--- src/rtl/store_queue.sv ---
// ---------------------------------------------------------------------------
// store_queue
//
// In-order store reservation queue for the OOO OTTER, placed directly in
// front of the store unit. Dispatch writes decoded stores (base, immediate,
// data) at the tail. Operands that are still being produced are resolved by
// snooping the common data bus. The oldest store is offered to the store unit
// once both of its register operands are known. Stores leave strictly in
// program order.
//
// Ports:
//   CLK, RST          clock and synchronous active-high reset
//   flush             discard every entry (mispredict / exception)
//   issue_*           store from dispatch, accepted on issue_valid && issue_ready
//   cdb_*             common data bus broadcast (tag + value)
//   su_*              head store offered to the store unit, popped on
//                     su_valid && su_ready
//   count             number of occupied entries
// ---------------------------------------------------------------------------
module store_queue #(
   parameter int DEPTH = 4,
   parameter int TAG_W = 4
) (
   input  logic                     CLK,
   input  logic                     RST,
   input  logic                     flush,
   input  logic                     issue_valid,
   output logic                     issue_ready,
   input  logic [31:0]              issue_v1,
   input  logic [TAG_W-1:0]         issue_q1,
   input  logic                     issue_v1_valid,
   input  logic [31:0]              issue_imm,
   input  logic [31:0]              issue_v3,
   input  logic [TAG_W-1:0]         issue_q3,
   input  logic                     issue_v3_valid,
   input  logic [2:0]               issue_mem_type,
   input  logic [TAG_W-1:0]         issue_tag,
   input  logic                     cdb_valid,
   input  logic [TAG_W-1:0]         cdb_tag,
   input  logic [31:0]              cdb_data,
   output logic                     su_valid,
   input  logic                     su_ready,
   output logic [31:0]              su_v1,
   output logic [31:0]              su_v2,
   output logic [31:0]              su_v3,
   output logic                     su_v1_valid,
   output logic                     su_v2_valid,
   output logic                     su_v3_valid,
   output logic [2:0]               su_mem_type,
   output logic [TAG_W-1:0]         su_tag,
   output logic [$clog2(DEPTH):0]   count
);

   localparam int PTR_W = $clog2(DEPTH);
   localparam int CNT_W = PTR_W + 1;

   logic [PTR_W-1:0] head;
   logic [PTR_W-1:0] tail;

   // Per-entry storage, packed so each entry's register block can drive its
   // own slice.
   logic [DEPTH-1:0]            ent_valid;
   logic [DEPTH-1:0][31:0]      ent_v1;
   logic [DEPTH-1:0][TAG_W-1:0] ent_q1;
   logic [DEPTH-1:0]            ent_r1;
   logic [DEPTH-1:0][31:0]      ent_imm;
   logic [DEPTH-1:0][31:0]      ent_v3;
   logic [DEPTH-1:0][TAG_W-1:0] ent_q3;
   logic [DEPTH-1:0]            ent_r3;
   logic [DEPTH-1:0][2:0]       ent_mem_type;
   logic [DEPTH-1:0][TAG_W-1:0] ent_tag;

   logic        push;
   logic        pop;
   logic        in_r1;
   logic        in_r3;
   logic [31:0] in_v1;
   logic [31:0] in_v3;

   // Handshake decisions and issue-time CDB bypass. An operand that is not
   // ready at issue can still be captured if its producer broadcasts on the
   // very same edge, otherwise it would miss that broadcast forever.
   always_comb begin
      issue_ready = (count != CNT_W'(DEPTH));
      su_valid    = ent_valid[head] && ent_r1[head] && ent_r3[head];
      push        = issue_valid && issue_ready;
      pop         = su_valid && su_ready;

      in_r1 = issue_v1_valid;
      in_v1 = issue_v1;
      if (!issue_v1_valid && cdb_valid && (cdb_tag == issue_q1)) begin
         in_r1 = 1'b1;
         in_v1 = cdb_data;
      end

      in_r3 = issue_v3_valid;
      in_v3 = issue_v3;
      if (!issue_v3_valid && cdb_valid && (cdb_tag == issue_q3)) begin
         in_r3 = 1'b1;
         in_v3 = cdb_data;
      end
   end

   // Head entry is presented combinationally; all three operand-valid flags
   // mirror su_valid because the immediate is always known.
   always_comb begin
      su_v1       = ent_v1[head];
      su_v2       = ent_imm[head];
      su_v3       = ent_v3[head];
      su_mem_type = ent_mem_type[head];
      su_tag      = ent_tag[head];
      su_v1_valid = su_valid;
      su_v2_valid = su_valid;
      su_v3_valid = su_valid;
   end

   // Pointers and occupancy. Issue and pop are independent, so a
   // simultaneous issue and pop leaves count unchanged. Flush behaves
   // exactly like reset.
   always_ff @(posedge CLK) begin
      if (RST || flush) begin
         head  <= '0;
         tail  <= '0;
         count <= '0;
      end else begin
         if (push) tail <= tail + PTR_W'(1);
         if (pop)  head <= head + PTR_W'(1);
         count <= count + CNT_W'(push) - CNT_W'(pop);
      end
   end

   // One register block per entry. A freshly issued store overwrites the
   // slot at the tail (that slot is empty, so no capture competes with it).
   // Otherwise a valid entry watches the CDB for each unresolved operand,
   // and the head slot is released when the store unit takes it.
   for (genvar g = 0; g < DEPTH; g++) begin : g_entry
      always_ff @(posedge CLK) begin
         if (RST || flush) begin
            ent_valid[g] <= 1'b0;
         end else if (push && (tail == PTR_W'(g))) begin
            ent_valid[g]    <= 1'b1;
            ent_v1[g]       <= in_v1;
            ent_q1[g]       <= issue_q1;
            ent_r1[g]       <= in_r1;
            ent_imm[g]      <= issue_imm;
            ent_v3[g]       <= in_v3;
            ent_q3[g]       <= issue_q3;
            ent_r3[g]       <= in_r3;
            ent_mem_type[g] <= issue_mem_type;
            ent_tag[g]      <= issue_tag;
         end else begin
            if (pop && (head == PTR_W'(g))) begin
               ent_valid[g] <= 1'b0;
            end
            if (ent_valid[g] && cdb_valid && !ent_r1[g] && (ent_q1[g] == cdb_tag)) begin
               ent_v1[g] <= cdb_data;
               ent_r1[g] <= 1'b1;
            end
            if (ent_valid[g] && cdb_valid && !ent_r3[g] && (ent_q3[g] == cdb_tag)) begin
               ent_v3[g] <= cdb_data;
               ent_r3[g] <= 1'b1;
            end
         end
      end
   end

endmodule

--- config.mk ---
export PLATFORM = sky130hd
export DESIGN_NAME = store_queue
export DESIGN_NICKNAME = d
export VERILOG_FILES = /design/src/rtl/store_queue.sv
export SDC_FILE = /design/constraint.sdc
export NUM_CORES = 1
export LEC_CHECK = 0
export CAP_MARGIN = 20
export CELL_PAD_IN_SITES_DETAIL_PLACEMENT = 0
export CELL_PAD_IN_SITES_GLOBAL_PLACEMENT = 2
export CORE_MARGIN = 5
export CORE_UTILIZATION = 45
export CTS_CLUSTER_SIZE = 28
export DETAILED_ROUTE_END_ITERATION = 10
export PLACE_DENSITY_LB_ADDON = 0.12
export SYNTH_ARGS = -nofsm -noshare
export SYNTH_HDL_FRONTEND = slang
export SYNTH_SLANG_ARGS = --single-unit
--- constraint.sdc ---
create_clock -name CLK -period 16.2 [get_ports CLK]
set_input_delay 4.86 -clock CLK [delete_from_list [all_inputs] [get_ports CLK]]
set_output_delay 4.86 -clock CLK [all_outputs]
set_load 0.05 [all_outputs]
==> results of run 1 <==
through the flow:
| stage | instances | cell area, um^2 | hold slack [ns] |
|---|---|---|---|
| floorplan | 1043 | 20500 | 0.459 |
| global placement | 1875 | 24000 | 0.490 |
| detailed placement | 1876 | 24000 | 0.493 |
| CTS | 1967 | 25500 | 0.507 |
| global route | 1970 | 25500 | 0.536 |
| finish | 1971 | 25500 | 0.503 |
flip-flops by register name, summed over array words and instances, names as in the netlist, 3 cells and up:
| register | count |
|---|---|
| ent_tag | 16 |
| ent_q3 | 16 |
| ent_imm | 128 |
| ent_mem_type | 12 |
| ent_r3 | 4 |
| ent_v1 | 128 |
| ent_v3 | 128 |
| ent_r1 | 4 |
| ent_valid | 4 |
| count | 3 |
| ent_q1 | 16 |
worst max-delay path by stage:
stage	startpoint	to
after floorplan	flush	ent_r3[1]$_SDFFCE_PP1P_
after global placement	cdb_tag[3]	ent_v3[47]$_DFFE_PP_
after detailed placement	cdb_tag[2]	ent_v3[91]$_DFFE_PP_
after CTS	head[0]$_SDFFE_PN0P_	su_v1[31]
after global routing	head[0]$_SDFFE_PN0P_	su_v1[0]
final	head[0]$_SDFFE_PN0P_	su_v1[17]
cell type report:
| cell class | count | area [um^2] |
|---|---|---|
| Antenna cell | 4 | 10.0 |
| Tap cell | 600 | 751 |
| Fill cell | 3545 | 19700 |
| Timing Repair Buffer | 293 | 2860 |
| Sequential cell | 463 | 13800 |
| Clock inverter | 29 | 214 |
| Clock buffer | 62 | 1320 |
| Multi-Input combinational cell | 503 | 6500 |
| Inverter | 17 | 63.8 |
logic make-up (layout without fill, tap and decap cells):
| family | Yosys count | count (layout) | share of synthesized area, % |
|---|---|---|---|
| AOI/OAI and AO/OA | 31 | 31 | 1.16 |
| xor gates and xnor gates | 37 | 37 | 1.58 |
| adders and majority gates | 11 | 11 | 0.708 |
| buffers and inverters | 77 | 401 | 2.11 |
| DFF | 463 | 463 | 67.3 |
| muxes | 359 | 359 | 25.4 |
| other | 0 | 4 | 0 |
| and+or+nand+nor | 65 | 65 | 1.79 |
per-layer routing:
layer / track usage [%] / part of all wire, %
met1: 27.5 / 43
met3: 5.11 / 6.4
met5: 0 / 0.16
met4: 4.72 / 2.1
met2: 32.8 / 48
power by group through the flow:
stage	Combinational, mW	Clock (mW)	Sequential (mW)
finish	0.221	1.08	1.34
global route	0.235	1.16	1.34
CTS	0.223	1.10	1.34
detailed placement	0.222	0	1.36
global placement	0.219	0	1.36
floorplan	0.118	0	1.36
tightest hold or removal path, cell delays in order, from the launching register on:
cell     delay, ns
dfxtp_1       0.34
nand2_1       0.06
a21oi_1       0.05
layout by cell type, fill, tap and decap left out, drive strengths merged, types with 18 or more instances in the layout:
cell and n:
inv 18, buf 28, mux2 256, clkbuf 62
edfxtp 452, mux4 103, clkinv 24, xnor2 23
clkdlybuf4s50 265
==> results.toml, run 1 <==
[status]
outcome = "finished, final reports clean"

[pwr]
p_comb_share_pct = 8.4
clockPowerShare_pct = 40.9
p_sw_share_pct = 21.8
power.internal_mw = 2.06
powerDensity_mw_per_mm2 = 103
power_frac_seq_pct = 50.7
leakage_nw = 8.01
p_sw_mw = 0.576
power_mw = 2.64
ir_drop_mv = 0.0684

[timing]
final_hold_viol_count = 0
finalSetupViolations = 0
fin_crit_ns = 8.54
setup_tns_ns = 0
finClkSkew_ns = 0.0158
fmax_mhz = 117
slew_viol_final = 0
rsz0062_at_grt = "false"
worstMarginPinSlew_ns = 1.07
setup_slack_ns = 7.66
slew_headroom_pct = 28.2
fin_crit_sh_pct = 52.7

[min_path]
hold_start = "tail[1]$_SDFFE_PN0N_"
min_to = "tail[1]$_SDFFE_PN0N_"
hold_depth = 2
hp-class = "register to register"

[worst_setup_path]
r2r_slack_ns = 13.09
cp.depth = 3
crit_path_end_kind = "output pin"
crit_chain = "buf_4, mux4_2, clkdlybuf4s50_1"
worstRegToRegCells = 5
critPathTopFamily = "buffers and inverters"
crit_slowest_cell = "buf_4"
cp-start-kind = "register"
critPathKind = "register to output pin"
r2r_start = "count[2]$_SDFF_PN0_"
reg2reg_to = "ent_v1[100]$_DFFE_PP_"
cp.arrival_ns = 3.68
critPathBufInv = 2
max_stage_delay_ns = 0.83
worstPathRequired_ns = 11.34
crit_fanout = 43

[global_routing]
grt_usage_pct = 20.1
grt_pass1_vias = 11819
gr-total-overflow = 0
antenna_found_initial = 10
grt_max_degree = 57
grt_first_pass_wirelength_mm = 76.1

[clock_tree]
post_cts_buffers = 0
cts_buffers = 50
path_clk_slew_ns = 0.06
numClockSinks = 463
cts_resized = 0
insertion_delay_ns = 0.58
root_buffer = "clkbuf_16"
clock_path_buffers = 3
cts_tree = "yes"
ctsHoldBuffers = 0
h-tree-depth = 2

[yosys]
synth.avg_cell_area_um2 = 19.7
post-synth-top-count-cell = "edfxtp_1"
synth_edf_count = 452
ys_seq_area_share_pct = 67.3
synth.distinct_cells = 43
synth_top_area_share_pct = 66.2
syn_area_mm2 = 0.0205
ys_warn_count = 0
synth_area_leaders = "edfxtp_1 (66%), mux2_2 (14%), mux4_2 (11%), dfxtp_1 (1.1%), xnor2_1 (0.98%)"
yosysTopAreaCell = "edfxtp_1"
ys_ff_latch = 463
ys_async_sr_fraction_pct = 0
synthesis.nets = 1209
synth_ff_type = "edfxtp_1"
synthCells = 1043
synth_commonest_cells = "edfxtp_1 (452), mux2_2 (256), mux4_2 (103)"

[placement]
place.port_buffers = 265
gp_congestion = 0.775
place_hpwl_mm = 30.7
place_ws_ns = 8.00

[layout]
final_core_util_pct = 56.5
area_growth_pct = 24.5
nets = 1494
layout-drive-gt1-share_pct = 35.1

[floorplanning]
die_y_um = 223
start_util_pct = 45.4
ios = 266
die_w_um = 223
design.core.area_mm2 = 0.0452
dieArea_mm2 = 0.0499
rows = 78

[routing]
drt-pass1-iter-count = 5
final_antenna_net_count = 0
vias_per_cell = 5.51
drtIter0Drc = 784
route.detailed.drc = 0
vias = 10870
wirelength_mm = 50.5
wl_per_cell_um = 25.6

[run]
maxCapViolations = 0
(Power assumes the default switching activity.)
==> inputs of run 2 (changes only) <==
--- a/config.mk
+++ b/config.mk
@@ -9,7 +9,7 @@
 export CELL_PAD_IN_SITES_DETAIL_PLACEMENT = 0
 export CELL_PAD_IN_SITES_GLOBAL_PLACEMENT = 2
 export CORE_MARGIN = 5
-export CORE_UTILIZATION = 45
+export CORE_UTILIZATION = 38
 export CTS_CLUSTER_SIZE = 28
 export DETAILED_ROUTE_END_ITERATION = 10
 export PLACE_DENSITY_LB_ADDON = 0.12
==> constraint.sdc (replaced) <==
create_clock -name CLK -period 7.3 [get_ports CLK]
set_input_delay 2.19 -clock CLK [delete_from_list [all_inputs] [get_ports CLK]]
set_output_delay 2.19 -clock CLK [all_outputs]
set_load 0.05 [all_outputs]
==> results.toml, run 2 (same netlist as run 1, synthesis figures left out) <==
[clock_tree]
numClockSinks = 463
h-tree-depth = 2
ctsHoldBuffers = 0
cts_tree = "yes"
path_clk_slew_ns = 0.06
insertion_delay_ns = 0.59
root_buffer = "clkbuf_16"
clock_path_buffers = 3
post_cts_buffers = 0
cts_buffers = 51
cts_resized = 0

[global_routing]
antenna_found_initial = 9
grt_usage_pct = 18.5
gr-total-overflow = 0
grt_first_pass_wirelength_mm = 81.8
grt_max_degree = 48
grt_pass1_vias = 12050

[worst_setup_path]
reg2reg_to = "count[2]$_SDFF_PN0_"
max_stage_delay_ns = 0.77
endpoint = "su_v2_valid"
r2r_slack_ns = 4.07
startpoint = "head[0]$_SDFFE_PN0P_"
worstPathRequired_ns = 5.11
cp.arrival_ns = 3.27
crit_chain = "buf_4, nand4b_1, nand3_1, and2_1, clkdlybuf4s50_1"
crit_fanout = 25
worstRegToRegCells = 11
crit_path_end_kind = "output pin"
critPathKind = "register to output pin"
cp-start-kind = "register"
r2r_start = "head[0]$_SDFFE_PN0P_"
crit_slowest_cell = "clkdlybuf4s50_1"

[run]
maxCapViolations = 0

[layout]
final_cell_mix = "edfxtp_1 (452), clkdlybuf4s50_1 (265), mux2_2 (256), mux4_2 (103), clkbuf_16 (52)"
nets = 1500
fin_area_mm2 = 0.0258
layout-drive-gt1-share_pct = 35.5
final_core_util_pct = 48.2
fin_cells = 2074
area_growth_pct = 26.0
top_regs = "ent_imm x128, ent_v1 x128, ent_v3 x128"
final_common_cell = "edfxtp_1"

[timing]
slew_viol_final = 0
fmax_mhz = 183
fin_crit_sh_pct = 74.8
worstMarginPinSlew_ns = 0.884
finalSetupViolations = 0
fin_hold_ws_ns = 0.503
setup_slack_ns = 1.84
setup_tns_ns = 0
rsz0062_at_grt = "false"
fin_crit_ns = 5.46
finClkSkew_ns = 0.0257
final_hold_viol_count = 0
slew_headroom_pct = 40.6

[floorplanning]
start_util_pct = 38.2
dieArea_mm2 = 0.0587
design.core.area_mm2 = 0.0536
rows = 85
die_y_um = 242
ios = 266
die_w_um = 242

[pwr]
powerDensity_mw_per_mm2 = 233
p_sw_mw = 1.31
power.internal_mw = 4.70
clockPowerShare_pct = 42.5
p_sw_share_pct = 21.8
power_frac_seq_pct = 49.3
leakage_nw = 8.09
ir_drop_mv = 0.166
power_mw = 6.02
p_comb_share_pct = 8.2

[routing]
vias = 10900
final_antenna_net_count = 0
vias_per_cell = 5.26
drt-pass1-iter-count = 4
wl_per_cell_um = 26.2
wirelength_mm = 54.4
route.detailed.drc = 0
drtIter0Drc = 575

[placement]
place_hpwl_mm = 34.9
place_ws_ns = 1.80
place_area_mm2 = 0.0242
place_inst = 1977
place.port_buffers = 265
gp_congestion = 0.745

[status]
outcome = "finished, final reports clean"

[min_path]
hp-class = "register to register"
run 2: area by class of cell:
type,instances,area [um^2]
Clock buffer,64,1350
Inverter,17,63.8
Tap cell,696,871
Multi-Input combinational cell,503,6500
Clock inverter,29,302
Timing Repair Buffer,298,2950
Fill cell,4558,27800
Sequential cell,463,13800
Antenna cell,4,10.0
run 2: worst min path at each step:
stage	from	end	depth (start not counted)
after floorplan	ent_valid[2]$_SDFFE_PN0P_	ent_valid[2]$_SDFFE_PN0P_	2
after global placement	ent_valid[2]$_SDFFE_PN0P_	ent_valid[2]$_SDFFE_PN0P_	2
after detailed placement	tail[1]$_SDFFE_PN0N_	tail[1]$_SDFFE_PN0N_	2
after CTS	tail[1]$_SDFFE_PN0N_	tail[1]$_SDFFE_PN0N_	2
after global routing	tail[1]$_SDFFE_PN0N_	tail[1]$_SDFFE_PN0N_	2
final	tail[1]$_SDFFE_PN0N_	tail[1]$_SDFFE_PN0N_	2
run 2: metal layers:
layer | GRT usage, % | routed length, um
met5 | 0 | 81
met4 | 4.90 | 1130
met3 | 3.98 | 3060
met2 | 31.7 | 27500
met1 | 24.0 | 22600
run 2: power by group through the flow:
stage / Sequential [mW] / Combinational (mW) / Clock (mW)
2_1_floorplan: 3.02 / 0.263 / 0
4_1_cts: 2.97 / 0.503 / 2.63
5_1_grt: 2.97 / 0.529 / 2.74
3_3_place_gp: 3.02 / 0.495 / 0
6_report: 2.97 / 0.496 / 2.56
3_5_place_dp: 3.02 / 0.500 / 0
run 2: worst max-delay path, delay by kind of cell, from the launching register on:
family                 cells  cell delay [ns]
DFF                        1             0.69
and+or+nand+nor            3             0.66
buffers and inverters      2             1.31
==> inputs of run 3 (changes only) <==
--- a/config.mk
+++ b/config.mk
@@ -9,7 +9,7 @@
 export CELL_PAD_IN_SITES_DETAIL_PLACEMENT = 0
 export CELL_PAD_IN_SITES_GLOBAL_PLACEMENT = 2
 export CORE_MARGIN = 5
-export CORE_UTILIZATION = 38
+export CORE_UTILIZATION = 42
 export CTS_CLUSTER_SIZE = 28
 export DETAILED_ROUTE_END_ITERATION = 10
 export PLACE_DENSITY_LB_ADDON = 0.12
==> constraint.sdc (replaced) <==
create_clock -name CLK -period 5.25 [get_ports CLK]
set_input_delay 1.575 -clock CLK [delete_from_list [all_inputs] [get_ports CLK]]
set_output_delay 1.575 -clock CLK [all_outputs]
set_load 0.05 [all_outputs]
==> results.toml, run 3 (same netlist as run 1, synthesis figures left out) <==
[placement]
gp_congestion = 0.729
place_hpwl_mm = 32.1
place.port_buffers = 265

[worst_setup_path]
crit_path_end_kind = "output pin"
critPathKind = "register to output pin"
cp.arrival_ns = 3.09
crit_fanout = 51
cp-start-kind = "register"
startpoint = "head[0]$_SDFFE_PN0P_"
r2r_start = "head[1]$_SDFFE_PN0P_"
worstPathRequired_ns = 3.68

[timing]
rsz0062_at_grt = "false"
finClkSkew_ns = 0.0160
fmax_mhz = 214
slew_viol_final = 0
fin_crit_sh_pct = 88.9
finalSetupViolations = 0
setup_tns_ns = 0
final_hold_viol_count = 0
fin_hold_ws_ns = 0.509
slew_headroom_pct = 32.9
worstMarginPinSlew_ns = 1.00
fin_crit_ns = 4.67

[clock_tree]
cts_resized = 0
ctsHoldBuffers = 0
cts_tree = "yes"
clock_path_buffers = 3
root_buffer = "clkbuf_16"
insertion_delay_ns = 0.58
path_clk_slew_ns = 0.05
numClockSinks = 463
cts_buffers = 50
h-tree-depth = 2
post_cts_buffers = 0

[floorplanning]
rows = 81
die_w_um = 231
ios = 266
start_util_pct = 42.1
die_y_um = 231
design.core.area_mm2 = 0.0486
dieArea_mm2 = 0.0533

[pwr]
p_sw_mw = 1.76
clockPowerShare_pct = 40.6
powerDensity_mw_per_mm2 = 315
leakage_nw = 8.14
power.internal_mw = 6.36
p_comb_share_pct = 8.6
ir_drop_mv = 0.214
power_frac_seq_pct = 50.8
p_sw_share_pct = 21.7

[global_routing]
grt_usage_pct = 19.5
grt_max_degree = 52
gr-total-overflow = 0
grt_first_pass_wirelength_mm = 77.5
antenna_found_initial = 8
grt_pass1_vias = 11819

[routing]
vias_per_cell = 5.47
route.detailed.drc = 0
wirelength_mm = 52.6
vias = 10941
wl_per_cell_um = 26.3
final_antenna_net_count = 0
drtIter0Drc = 679
drt-pass1-iter-count = 5

[min_path]
hold_start = "tail[1]$_SDFFE_PN0N_"
hp-class = "register to register"

[status]
outcome = "finished, final reports clean"

[layout]
final_cell_mix = "edfxtp_1 (452), clkdlybuf4s50_1 (265), mux2_2 (256), mux4_2 (103), clkbuf_16 (51)"
nets = 1509
final_common_cell = "edfxtp_1"
layout-drive-gt1-share_pct = 35.6
area_growth_pct = 26.0
n_fill_cell = 3898
top_regs = "ent_imm x128, ent_v1 x128, ent_v3 x128"

[run]
maxCapViolations = 0
## run 3: cell count changes in the layout (fill, tap and decap cells not counted), moves of 2 or more
cell,previous run,this run
buf_12,2,15
bufinv_16,6,3
diode_2,4,1
buf_4,30,28
clkinvlp_4,2,0
o41ai_2,2,0
o41ai_4,0,2
## run 3: stage by stage
stage | util [%] | instance area [um^2] | setup slack [ns] | total power [mW] | instances
CTS | 53.1 | 25800 | 0.507 | 8.24 | 1999
finish | 53.1 | 25800 | 0.580 | 8.12 | 2000
floorplan | - | 20500 | 0.0409 | 4.57 | 1043
detailed placement | 50.0 | 24300 | 0.886 | 4.91 | 1913
global route | 53.1 | 25800 | 0.418 | 8.42 | 1999
global placement | 50.0 | 24300 | 0.564 | 4.90 | 1912
## run 3: path summary, 6_finish.rpt
kind,depth (start not counted),end,slack [ns]
setup / recovery,3,su_v1[1],0.58
hold / removal,2,tail[1]$_SDFFE_PN0N_,0.51
setup reg to reg,9,count[2]$_SDFF_PN0_,2.53
hold reg to reg,2,tail[1]$_SDFFE_PN0N_,0.51
## run 3: area by class of cell
type | count | area (um^2) | area share (%)
timing repair buffer | 308 | 3160 | 12.2
clock inverter | 22 | 175 | 0.678
multi-input combinational | 503 | 6520 | 25.2
antenna | 1 | 2.50 | 0.00969
tap | 622 | 778 | 3.01
sequential | 463 | 13800 | 53.4
inverter | 17 | 63.8 | 0.247
clock buffer | 64 | 1330 | 5.13
## run 3: worst max-delay path: stages, from the launching register on
cell and delay, ns:
dfxtp_4 0.66, buf_12 0.43, mux4_2 0.58, clkdlybuf4s50_1 0.77
## run 3: power groups by stage
stage                     Combinational (mW)  Sequential, mW  Clock (mW)
after floorplan                        0.366            4.20           0
after global placement                 0.697            4.20           0
after detailed placement               0.704            4.20           0
after CTS                              0.709            4.12        3.40
after global routing                   0.744            4.13        3.55
final                                  0.700            4.12        3.30
## run 3: per-layer routing
metal | vias up | track usage, % | share of wire (%)
met1 | 5667 | 26.4 | 43
met4 | 14 | 4.53 | 1.8
li1 | 4896 | - | -
met3 | 70 | 4.39 | 6.0
met2 | 294 | 32.6 | 49
met5 | - | 0 | 0.17
